[src/rtl/ws2812_pixel_serializer.sv]
// ws2812_pixel_serializer
// Accepts 24-bit GRB pixels over a valid/ready handshake and drives the
// single-wire WS2812 NRZ waveform, MSB (G7) first. After NUM_LEDS pixels the
// line is held low for the latch gap, and frame_done pulses on its last cycle.
//
// Ports:
//   clk          system clock
//   reset        synchronous, active-high reset
//   pixel_data   GRB pixel, sampled only at the handshake
//   pixel_valid  upstream offers pixel_data
//   pixel_ready  serializer is idle and can take a pixel
//   ws2812_out   registered WS2812 data line
//   busy         serializer is not idle
//   frame_done   one-cycle pulse on the last latch-gap cycle
//   underrun     one-cycle pulse when a mid-frame pixel is late
module ws2812_pixel_serializer #(
  parameter int unsigned NUM_LEDS  = 8,
  parameter int unsigned T0H_CYC   = 20,
  parameter int unsigned T1H_CYC   = 40,
  parameter int unsigned BIT_CYC   = 63,
  parameter int unsigned RESET_CYC = 15000
) (
  input  logic        clk,
  input  logic        reset,
  input  logic [23:0] pixel_data,
  input  logic        pixel_valid,
  output logic        pixel_ready,
  output logic        ws2812_out,
  output logic        busy,
  output logic        frame_done,
  output logic        underrun
);

  localparam int unsigned MAX_CYC = (BIT_CYC > RESET_CYC) ? BIT_CYC : RESET_CYC;
  localparam int unsigned CW      = $clog2(MAX_CYC + 1);
  localparam int unsigned PW      = (NUM_LEDS > 1) ? $clog2(NUM_LEDS) : 1;

  typedef enum logic [1:0] {
    IDLE  = 2'd0,
    HIGH  = 2'd1,
    LOW   = 2'd2,
    LATCH = 2'd3
  } state_t;

  state_t        state_q, state_d;
  logic [CW-1:0] cyc_q, cyc_d;
  logic [4:0]    bit_q, bit_d;
  logic [PW-1:0] pix_q, pix_d;
  logic [23:0]   shift_q, shift_d;
  logic          ur_flagged_q, ur_flagged_d;
  logic          frame_done_d, underrun_d;
  logic [CW-1:0] th_last, tl_last;

  // Last cycle index of the high and low phases for the bit at the MSB.
  always_comb begin
    th_last = shift_q[23] ? CW'(T1H_CYC - 1) : CW'(T0H_CYC - 1);
    tl_last = shift_q[23] ? CW'(BIT_CYC - T1H_CYC - 1) : CW'(BIT_CYC - T0H_CYC - 1);
  end

  // Next-state and registered-output decode.
  always_comb begin
    state_d      = state_q;
    cyc_d        = cyc_q;
    bit_d        = bit_q;
    pix_d        = pix_q;
    shift_d      = shift_q;
    ur_flagged_d = ur_flagged_q;
    underrun_d   = 1'b0;
    frame_done_d = 1'b0;

    unique case (state_q)
      IDLE: begin
        if (pixel_valid) begin
          shift_d      = pixel_data;
          bit_d        = 5'd23;
          cyc_d        = '0;
          ur_flagged_d = 1'b0;
          state_d      = HIGH;
        end else if (pix_q != '0 && !ur_flagged_q) begin
          // Only the first late cycle of a mid-frame wait is reported.
          underrun_d   = 1'b1;
          ur_flagged_d = 1'b1;
        end
      end
      HIGH: begin
        if (cyc_q == th_last) begin
          cyc_d   = '0;
          state_d = LOW;
        end else begin
          cyc_d = cyc_q + CW'(1);
        end
      end
      LOW: begin
        if (cyc_q == tl_last) begin
          cyc_d = '0;
          if (bit_q != 5'd0) begin
            bit_d   = bit_q - 5'd1;
            shift_d = {shift_q[22:0], 1'b0};
            state_d = HIGH;
          end else if (pix_q == PW'(NUM_LEDS - 1)) begin
            state_d = LATCH;
          end else begin
            pix_d   = pix_q + PW'(1);
            state_d = IDLE;
          end
        end else begin
          cyc_d = cyc_q + CW'(1);
        end
      end
      LATCH: begin
        if (cyc_q == CW'(RESET_CYC - 1)) begin
          cyc_d   = '0;
          pix_d   = '0;
          state_d = IDLE;
        end else begin
          cyc_d = cyc_q + CW'(1);
        end
      end
      default: state_d = IDLE;
    endcase

    // Registered pulse lands on the final latch cycle.
    frame_done_d = (state_d == LATCH) && (cyc_d == CW'(RESET_CYC - 1));
  end

  // State register; outputs are flopped from the next-state decode.
  always_ff @(posedge clk) begin
    if (reset) begin
      state_q      <= IDLE;
      cyc_q        <= '0;
      bit_q        <= 5'd23;
      pix_q        <= '0;
      shift_q      <= '0;
      ur_flagged_q <= 1'b0;
      ws2812_out   <= 1'b0;
      pixel_ready  <= 1'b1;
      busy         <= 1'b0;
      frame_done   <= 1'b0;
      underrun     <= 1'b0;
    end else begin
      state_q      <= state_d;
      cyc_q        <= cyc_d;
      bit_q        <= bit_d;
      pix_q        <= pix_d;
      shift_q      <= shift_d;
      ur_flagged_q <= ur_flagged_d;
      ws2812_out   <= (state_d == HIGH);
      pixel_ready  <= (state_d == IDLE);
      busy         <= (state_d != IDLE);
      frame_done   <= frame_done_d;
      underrun     <= underrun_d;
    end
  end

endmodule
[config.mk]
export PLATFORM = sky130hd
export DESIGN_NAME = ws2812_pixel_serializer
export DESIGN_NICKNAME = d
export VERILOG_FILES = /design/src/rtl/ws2812_pixel_serializer.sv
export SDC_FILE = /design/constraint.sdc
export NUM_CORES = 1
export LEC_CHECK = 0
export BUFFER_PORTS_ARGS = -buffer_cell sky130_fd_sc_hd__buf_2
export CAP_MARGIN = 5
export CORE_ASPECT_RATIO = 0.6
export CORE_MARGIN = 5
export CORE_UTILIZATION = 45
export CTS_CLUSTER_DIAMETER = 100
export DETAILED_ROUTE_END_ITERATION = 7
export PLACE_DENSITY_LB_ADDON = 0.12
export SYNTH_ARGS = -nofsm -noshare
export SYNTH_HDL_FRONTEND = slang
export SYNTH_SLANG_ARGS = --single-unit
export TNS_END_PERCENT = 50
[constraint.sdc]
create_clock -name clk -period 2.35 [get_ports clk]
set_input_delay 0.3525 -clock clk [delete_from_list [all_inputs] [get_ports clk]]
set_output_delay 0.3525 -clock clk [all_outputs]
set_load 0.01 [all_outputs]
==> results of run 1 <==
-- sequential cells by signal (all words and copies together) (netlist names) --
| signal | flops |
|---|---|
| ur_flagged_q | 1 |
| bit_q | 5 |
| busy | 1 |
| underrun | 1 |
| ws2812_out | 1 |
| pixel_ready | 1 |
| cyc_q | 14 |
| frame_done | 1 |
| pix_q | 3 |
| state_q | 2 |
| shift_q | 24 |
-- worst min-delay path, stage by stage --
cell     delay, ns
buf_2         0.09
nand3_1       0.07
a21oi_1       0.06
-- kinds of logic after synthesis --
logic type | after synthesis | share of synthesized area [%]
AOI/OAI and AO/OA | 74 | 18.4
xor gates and xnor gates | 5 | 1.46
adders and majority gates | 7 | 2.92
buffers and inverters | 39 | 6.47
DFF | 54 | 36.1
muxes | 25 | 8.35
and+or+nand+nor | 139 | 26.3
-- cell usage after synthesis, drive strengths merged, types with 8 or more instances --
master / n
mux2i: 25
a211oi: 25
clkbuf: 10
nand3: 12
inv: 12
o21ai: 8
dfxtp: 54
nor2: 42
nor3: 9
buf: 16
nand2: 25
a21oi: 12
-- layout make-up --
cell class	instances	area [um^2]	share of cell area, %
multi-input cells	250	1740	51.0
flip-flops and latches	54	1080	31.8
repair buffers	51	322	9.42
well taps	87	109	3.19
clock buffers	6	72.6	2.13
inverters	13	48.8	1.43
clock inverters	2	37.5	1.10
-- metrics by stage --
step | power [W] | util [%] | setup slack, ns | area [um^2] | hold WS, ns
2_1_floorplan | 0.00112 | - | 0.285 | 3000 | 0.402
3_3_place_gp | 0.00119 | 49.9 | 0.175 | 3270 | 0.421
3_5_place_dp | 0.00119 | 49.9 | 0.130 | 3270 | 0.420
4_1_cts | 0.00183 | 51.5 | 0.107 | 3380 | 0.289
5_1_grt | 0.00189 | 52.0 | 0.00813 | 3410 | 0.319
6_report | 0.00181 | 52.0 | 0.165 | 3410 | 0.295
-- final timing paths --
| check | startpoint | to | slack [ns] |
|---|---|---|---|
| setup / recovery | cyc_q[1] | frame_done | 0.16 |
| hold / removal | pixel_data[0] | shift_q[0] | 0.30 |
| hold reg to reg | ur_flagged_q | underrun | 0.44 |
| setup reg to reg | cyc_q[1] | frame_done | 0.16 |
-- power breakdown --
group | total (W) | internal [W] | leakage, nW | switching (W)
registers | 0.000982 | 0.000956 | 0.443 | 0.0000260
clock network | 0.000641 | 0.000318 | 0.0514 | 0.000322
logic | 0.000191 | 0.0000826 | 0.951 | 0.000109
-- cells in the final DEF, fill, tap and decap left out, types with 5 or more instances in the layout --
master / netlist / layout
buf_2: 11 / 31
ha_1: 7 / 6
nor2_1: 42 / 41
clkbuf_8: 0 / 5
dfxtp_1: 54 / 52
a211oi_1: 24 / 24
mux2i_1: 25 / 25
a21oi_1: 11 / 11
nand3_1: 11 / 11
buf_4: 1 / 18
a31oi_1: 7 / 7
inv_1: 12 / 12
and2_1: 6 / 6
nor3_1: 8 / 8
nand3b_1: 6 / 6
nand2_1: 25 / 25
o21ai_0: 6 / 6
-- repair_timing --
action | CTS | global route
gates resized for setup | 0 | 5
setup endpoints to repair | 0 | 17
buffers inserted | 0 | 2
-- per-layer routing --
layer,vias to the layer above,wire (um),global-route usage (%)
li1,1312,-,-
met1,1202,3830,28.3
met2,76,2840,23.7
met3,7,495,4.47
met4,0,66,4.56
met5,-,0,0
==> out/qor.txt, run 1 <==
clk_lat worst skew -> 0.32 ns
Total Wirelength -> 7240 um
global-route wire length before repair -> 11800 um
cell taking the most area after synthesis -> dfxtp_1
Overall Global Routing Usage -> 17.9%
Final Hold Vio Count -> 0
EDFF count, synth -> 0
FF-to-FF path depth -> 7
grt ovf -> 0
Final Slew Violations -> 0
post-DP HPWL -> 5260 um
Max FO, Critical Path -> 6
clk sinks -> 54
CTS Buffer Depth -> 2
required time of the worst setup path -> 2.60 ns
row count -> 23
Synth Warn # -> 0
top post-synthesis cells by area -> dfxtp_1 (36%), mux2i_1 (8.3%), a211oi_1 (6.0%)
Hold Path Depth -> 3
remaining routing DRC violations -> 0
clock skew -> 0.00699 ns
Mapped Nets -> 377
largest net degree at the start of global routing -> 44
crit end category -> flop
Final Non-Filler Cells -> 463
Initial Utilization -> 45.7%
# fillers -> 632
Initial DRT Pass Iterations -> 5
vias per cell -> 5.61
n_diodes -> 0
Worst-Margin Slew -> 0.595 ns
Area Overhead vs Synth -> 13.8%
ys flop type -> dfxtp_1
vias in the first global route -> 2309
Die ar. -> 8450 um^2
IO buf count -> 31
top-area cell type share of the netlist area -> 36.1%
crit path cell chain -> ha_2 > nand4_4 > o311a_1 > a211oi_1 > o31a_1 > nand4b_1 > a211oi_2
drt first-iter violations -> 175
io pins -> 32
maximum vdd drop -> 0.302 mV
crit path kind -> flop to flop
Critical Path AT -> 2.43 ns
P_leak -> 1.45 nW
Die W -> 115 um
final net count -> 409
achievable frequency -> 0.458 GHz
delay-heaviest family, CP -> compound AO/OA/AOI/OAI gates
worst hold path type -> input port to flop
max_slew headroom -> 60.2%
root buf cell -> clkbuf_8
Critical Path Source Type -> flop
final setup fails -> 0
max cap viols -> 0
Core Region -> 6560 um^2
Avg Inst Size Synth -> 8.74 um^2
Final Wtd Congestion -> 0.892
Worst Path Buf+Inv -> 0
Die Ht -> 73.2 um
initial antenna violation count -> 0
WP depth -> 7
Tmin final -> 2.19 ns
RSZ-0062 raised after global routing -> no
CTS tree -> yes
routed len/inst -> 15.6 um
Fin Setup TNS -> 0 ns
Pwr Density -> 532 nW/um^2
CTS Hold Bufs -> 0
distinct cell type count after synthesis -> 64
Synth Register Bits -> 54
Worst path max stage delay -> 0.44 ns
share of cells above drive strength 1 -> 20.7%
# placed instances -> 453
fin crit share -> 93.0%
Crit-path slowest cell -> dfxtp_1
post-synthesis cell area -> 3000 um^2
asr flop ratio synth -> 0%
Final ANT Viol Nets -> 0
clk slew on worst S/H paths -> 0.10 ns
CTS buffer count -> 5
status -> finished, final reports clean
htree depth -> 2
sequential element share of the synthesized area -> 36.1%
DR vias -> 2597
Mapped Cells -> 343
No activity file was read; power rests on OpenSTA's default activity.
==> inputs of run 2 (changes only) <==
- BUFFER_PORTS_ARGS: -buffer_cell sky130_fd_sc_hd__buf_2 -> default
- DONT_BUFFER_PORTS: default -> 1
- RECOVER_POWER: default -> 100
==> run 2 against run 1 <==
Effect of this change:
- non-clock buffer count down 32
- hold slack worse by 0.19 ns
- final cell count down 6.9%
- sequential power about the same
- clock skew down 0.00076 ns
- routed wire length down 5.7%
- cell area down 3.6%
- register-to-register slack about the same
- combinational power down 19%
- sequential share of layout area up 1.2 points
- via count down 6.9%
- clock power up 19%
- critical endpoint unchanged
- largest cell class unchanged
==> out/qor.txt, run 2 (synthesis results as in run 1) <==
Core Region -> 6560 um^2 (unchanged)
Final Slew Violations -> 0 (unchanged)
max cap viols -> 0 (unchanged)
Fin Setup TNS -> 0 ns (unchanged)
Critical Path Source Type -> flop
Flop pwr share -> 51.8% (-2.3 points)
Worst-Margin Slew -> 0.416 ns (-0.179 ns)
slack of the critical path -> 0.173 ns (+0.00795 ns)
Final Hold Vio Count -> 0 (unchanged)
max_slew headroom -> 72.2% (+12 points)
Worst Path Buf+Inv -> 0 (unchanged)
Critical Path AT -> 2.42 ns (about the same)
clk sinks -> 54 (unchanged)
net switching power -> 0.000424 W (-7.1%)
remaining routing DRC violations -> 0 (unchanged)
crit path cell chain -> ha_4 > nand4_4 > or4_4 > a2111oi_2 > nand4b_1 > a211oi_2
Crit-path slowest cell -> or4_4
Initial DRT Pass Iterations -> 4 (-1)
grt ovf -> 0 (unchanged)
Critical Path Source -> cyc_q[0]
Die Ht -> 73.2 um (unchanged)
register area -> 1080 um^2 (unchanged)
clock skew -> 0.00623 ns (-0.000762 ns)
crit end category -> flop
FF-to-FF path depth -> 6 (-1)
P_leak -> 1.33 nW (-8.1%)
io pins -> 32 (unchanged)
WP depth -> 6 (-1)
Comb pwr share -> 8.1% (-2.4 points)
initial antenna violation count -> 0 (unchanged)
fin crit share -> 92.7% (-0.34 points)
Worst path max stage delay -> 0.56 ns (+0.12 ns)
# fillers -> 651 (+3.0%)
delay-heaviest family, CP -> simple AND/OR/NAND/NOR gates
drt first-iter violations -> 170 (-2.9%)
Pwr Density -> 578 nW/um^2 (+8.8%)
htree depth -> 2 (unchanged)
reg-to-reg slack, setup -> 0.17 ns (about the same)
Total Wirelength -> 6820 um (-5.7%)
Die ar. -> 8450 um^2 (unchanged)
largest net degree at the start of global routing -> 45 (+2.3%)
clock power share -> 40.2% (+4.9 points)
final net count -> 377 (-7.8%)
Top reg by flops -> shift_q
clk_lat worst skew -> 0.31 ns (about the same)
largest registers -> shift_q x24, cyc_q x14, bit_q x5
Critical R2R Capture -> frame_done
required time of the worst setup path -> 2.59 ns (about the same)
Final Wtd Congestion -> 0.833 (-6.7%)
CTS tree -> yes
Sw Ratio -> 22.3% (-2.9 points)
IO buf count -> 0 (-100%)
CTS buffer count -> 5 (unchanged)
Pint -> 0.00148 W (+8.9%)
worst r2r src -> cyc_q[0]
final setup fails -> 0 (unchanged)
crit path kind -> flop to flop
maximum vdd drop -> 0.336 mV (+11%)
Max FO, Critical Path -> 7 (+1)
vias per cell -> 5.61 (about the same)
status -> finished, final reports clean
DR vias -> 2417 (-6.9%)
Initial Utilization -> 45.7% (unchanged)
row count -> 23 (unchanged)
most common cell after layout, fill and taps aside -> dfxtp_1
routed len/inst -> 15.8 um (+1.3%)
vias in the first global route -> 2237 (-3.1%)
Overall Global Routing Usage -> 17.1% (-0.83 points)
most frequent cells in the layout -> dfxtp_1 (52), nor2_1 (41), nand2_1 (25), mux2i_1 (25), a211oi_1 (24)
Final ANT Viol Nets -> 0 (unchanged)
multi-input logic area -> 1750 um^2 (+0.58%)
clk slew on worst S/H paths -> 0.10 ns (about the same)
share of cells above drive strength 1 -> 12.5% (-8.2 points)
crit path to -> frame_done
CTS Buffer Depth -> 2 (unchanged)
Die W -> 115 um (unchanged)
max reg flops -> 24 (unchanged)
achievable frequency -> 0.459 GHz (+0.37%)
global-route wire length before repair -> 11400 um (-3.2%)
CTS Hold Bufs -> 0 (unchanged)
worst hold path type -> input port to flop
post-DP HPWL -> 4840 um (-7.9%)
RSZ-0062 raised after global routing -> no
n_diodes -> 0 (unchanged)
pre-CTS setup slack -> 0.000813 ns (-0.129 ns)
root buf cell -> clkbuf_8
Tmin final -> 2.18 ns (-0.00795 ns)
Area Overhead vs Synth -> 9.72%
## run 2: changes by cell type in the layout (fill, tap and decap cells not counted), moves of 2 or more
cell,before,now
and2_1,6,4
buf_2,31,0
buf_4,18,13
and2_0,0,2
clkbuf_1,1,3
## run 2: power groups by stage
stage | logic [W] | clock network [W] | registers (W)
floorplan | 0.000122 | 0 | 0.000995
global placement | 0.000148 | 0 | 0.00100
detailed placement | 0.000150 | 0 | 0.00100
CTS | 0.000157 | 0.000784 | 0.000984
global route | 0.000173 | 0.000836 | 0.000990
finish | 0.000154 | 0.000764 | 0.000984
## run 2: timing repair
item	4_1_cts	5_1_grt
resized for setup	0	5
buffers inserted	3	0
setup endpoints to repair	1	22
## run 2: area by class of cell
type / count / area share [%]
clock buffer: 6 / 2.51
tap: 87 / 3.31
timing repair buffer: 19 / 4.75
clock inverter: 2 / 1.83
sequential: 54 / 32.9
multi-input combinational: 250 / 53.2
inverter: 13 / 1.48
## run 2: per-layer routing
metal  vias to the layer above  track usage, %  routed length [um]
met5                         -               0                   0
met4                         0            3.65                  29
met3                         4            4.23                 501
met2                        62            21.7                2600
li1                       1258               -                   -
met1                      1093            28.0                3700
## run 2: metrics by stage
stage / hold WS [ns] / total power, W / utilization [%] / std cells / instance area [um^2]
after floorplan: 0.402 / 0.00112 / - / 343 / 3000
after global placement: 0.408 / 0.00115 / 47.5 / 420 / 3110
after detailed placement: 0.414 / 0.00116 / 47.5 / 420 / 3110
after CTS: 0.0892 / 0.00192 / 50.0 / 431 / 3280
after global routing: 0.0725 / 0.00200 / 50.1 / 431 / 3290
final: 0.101 / 0.00190 / 50.1 / 431 / 3290
## run 2: worst min-delay path by stage
stage,depth (start not counted),endpoint,from
2_1_floorplan,1,underrun,ur_flagged_q
3_3_place_gp,1,underrun,ur_flagged_q
3_5_place_dp,1,underrun,ur_flagged_q
5_1_grt,1,shift_q[7],reset
4_1_cts,1,cyc_q[9],reset
6_report,1,cyc_q[4],reset
==> inputs of run 3 (changes only) <==
==> constraint.sdc (replaced) <==
create_clock -name clk -period 2.35 [get_ports clk]
set_input_delay 0.235 -clock clk [delete_from_list [all_inputs] [get_ports clk]]
set_output_delay 0.235 -clock clk [all_outputs]
set_load 0.02 [all_outputs]
==> run 3 against run 2 <==
Effect of this change:
- setup slack better by 0.0082 ns
- global-route usage rose by 0.30 points
- core utilization up 0.31 points
- first-iteration DRC count fell by 7.6%
- flip-flop and latch count did not move
- critical path depth unchanged
- combinational power rose by 9%
- final cell count rose by 0.23%
- sequential power is essentially flat
- critical endpoint unchanged
- largest cell class unchanged
==> out/qor.txt, run 3 (synthesis results as in run 1) <==
status -> finished, final reports clean
vias in the first global route -> 2240 (+0.13%)
share of cells above drive strength 1 -> 12.8% (+0.25 points)
delay-heaviest family, CP -> simple AND/OR/NAND/NOR gates
Pwr Density -> 580 nW/um^2 (+0.32%)
Final Hold Vio Count -> 0 (unchanged)
Worst-Margin Slew -> 0.420 ns (+0.00377 ns)
Final Util -> 50.4% (+0.31 points)
vias per cell -> 5.64 (+0.55%)
post-DP HPWL -> 4840 um (unchanged)
final setup fails -> 0 (unchanged)
routed len/inst -> 16.1 um (+1.7%)
Flop pwr share -> 51.4% (-0.4 points)
Initial DRT Pass Iterations -> 4 (unchanged)
grt met1 use -> 28.7% (+0.66 points)
Worst Path Buf+Inv -> 0 (unchanged)
remaining routing DRC violations -> 0 (unchanged)
CTS tree -> yes
GRT met2 Usage -> 21.9% (+0.26 points)
IO buf count -> 0 (unchanged)
Top Usage Layer GRT -> met1
Critical Path Source -> cyc_q[0]
fin crit share -> 92.3% (-0.35 points)
htree depth -> 2 (unchanged)
Die ar. -> 8450 um^2 (unchanged)
largest registers -> shift_q x24, cyc_q x14, bit_q x5
maximum vdd drop -> 0.337 mV (+0.25%)
worst hold path type -> input port to flop
max cap viols -> 0 (unchanged)
# placed instances -> 420 (unchanged)
net switching power -> 0.000439 W (+3.4%)
max reg flops -> 24 (unchanged)
final hold slack -> 0.0724 ns (-0.0285 ns)
Tmin final -> 2.17 ns (-0.00821 ns)
crit path kind -> flop to flop
row count -> 23 (unchanged)
largest net degree at the start of global routing -> 42 (-6.7%)
Critical Path AT -> 2.41 ns (about the same)
CTS buffer count -> 5 (unchanged)
io pins -> 32 (unchanged)
CTS Buffer Depth -> 2 (unchanged)
crit path cell chain -> ha_4 > nand4_4 > or4_4 > a2111oi_2 > nand4b_1 > a211oi_2
grt met3 use -> 4.23% (unchanged)
Fin Setup TNS -> 0 ns (unchanged)
Final ANT Viol Nets -> 0 (unchanged)
clk slew on worst S/H paths -> 0.10 ns (about the same)
Critical Path Source Type -> flop
root buf cell -> clkbuf_8
Final Wtd Congestion -> 0.833 (unchanged)
Total Wirelength -> 6950 um (+1.9%)
DR vias -> 2436 (+0.79%)
clock skew -> 0.00577 ns (-0.000455 ns)
most frequent cells in the layout -> dfxtp_1 (52), nor2_1 (41), nand2_1 (25), mux2i_1 (25), a211oi_1 (24)
clk sinks -> 54 (unchanged)
clk_lat worst skew -> 0.31 ns (about the same)
P_leak -> 1.34 nW (+0.71%)
Die Ht -> 73.2 um (unchanged)
Sw Ratio -> 22.9% (+0.54 points)
most common cell after layout, fill and taps aside -> dfxtp_1
Overall Global Routing Usage -> 17.4% (+0.30 points)
Area Overhead vs Synth -> 10.4%
Final Non-Filler Cells -> 432 (+0.23%)
Die W -> 115 um (unchanged)
hold path startpoint -> reset
n_diodes -> 0 (unchanged)
Crit-path slowest cell -> or4_4
global-route wire length before repair -> 11500 um (+1.4%)
grt ovf -> 0 (unchanged)
pre-CTS setup slack -> 0.000813 ns (unchanged)
max_slew headroom -> 72.0% (-0.25 points)
Max FO, Critical Path -> 7 (unchanged)
required time of the worst setup path -> 2.59 ns (about the same)
Comb pwr share -> 8.8% (+0.7 points)
achievable frequency -> 0.461 GHz (+0.38%)
drt first-iter violations -> 157 (-7.6%)
initial antenna violation count -> 0 (unchanged)
worst r2r src -> cyc_q[0]
Top reg by flops -> shift_q
RSZ-0062 raised after global routing -> no
final net count -> 378 (+0.27%)
Final Slew Violations -> 0 (unchanged)
slack of the critical path -> 0.181 ns (+0.00821 ns)
Core Region -> 6560 um^2 (unchanged)
Worst path max stage delay -> 0.56 ns (about the same)
Pint -> 0.00148 W (+0.22%)
crit end category -> flop
clock power share -> 39.8% (-0.4 points)
Initial Utilization -> 45.7% (unchanged)
-- run 3: cell count changes in the layout (fill, tap and decap cells not counted) --
cell,before,now
buf_12,2,3
-- run 3: per-layer routing --
metal | vias to the layer above | routed length (um)
met1 | 1101 | 3730
met3 | 4 | 547
met5 | - | 0
met4 | 0 | 29
li1 | 1265 | -
met2 | 66 | 2650
-- run 3: stage by stage --
step           power, W  cell area (um^2)
4_1_cts         0.00194              3300
3_5_place_dp    0.00116              3110
2_1_floorplan   0.00112              3000
5_1_grt         0.00202              3310
6_report        0.00192              3310
3_3_place_gp    0.00116              3110
-- run 3: layout make-up --
| type | count | area (um^2) |
|---|---|---|
| clock buffer | 6 | 82.6 |
| clock inverter | 2 | 60.1 |
| fill | 649 | 3250 |
| inverter | 13 | 48.8 |
| multi-input combinational | 250 | 1750 |
| sequential | 54 | 1080 |
| tap | 87 | 109 |
| timing repair buffer | 20 | 176 |
-- run 3: timing repair --
action / in CTS / in global routing
hold endpoints to repair: 41 / 0
hold buffers: 1 / 0
gates resized for setup: 0 / 5
endpoints found under the setup margin: 1 / 22
buffers inserted: 3 / 0
-- run 3: power by group through the flow --
stage	clock, W	combinational, W	sequential, W
after global placement	0	0.000148	0.00101
after detailed placement	0	0.000150	0.00101
after global routing	0.000837	0.000189	0.000993
after CTS	0.000784	0.000172	0.000987
after floorplan	0	0.000122	0.000998
final	0.000764	0.000168	0.000987
-- run 3: final timing paths --
check                to  slack (ns)  depth (start not counted)
max          frame_done        0.18                          6
min            bit_q[2]        0.07                          2
max reg2reg  frame_done        0.18                          6
min reg2reg    underrun        0.44                          1
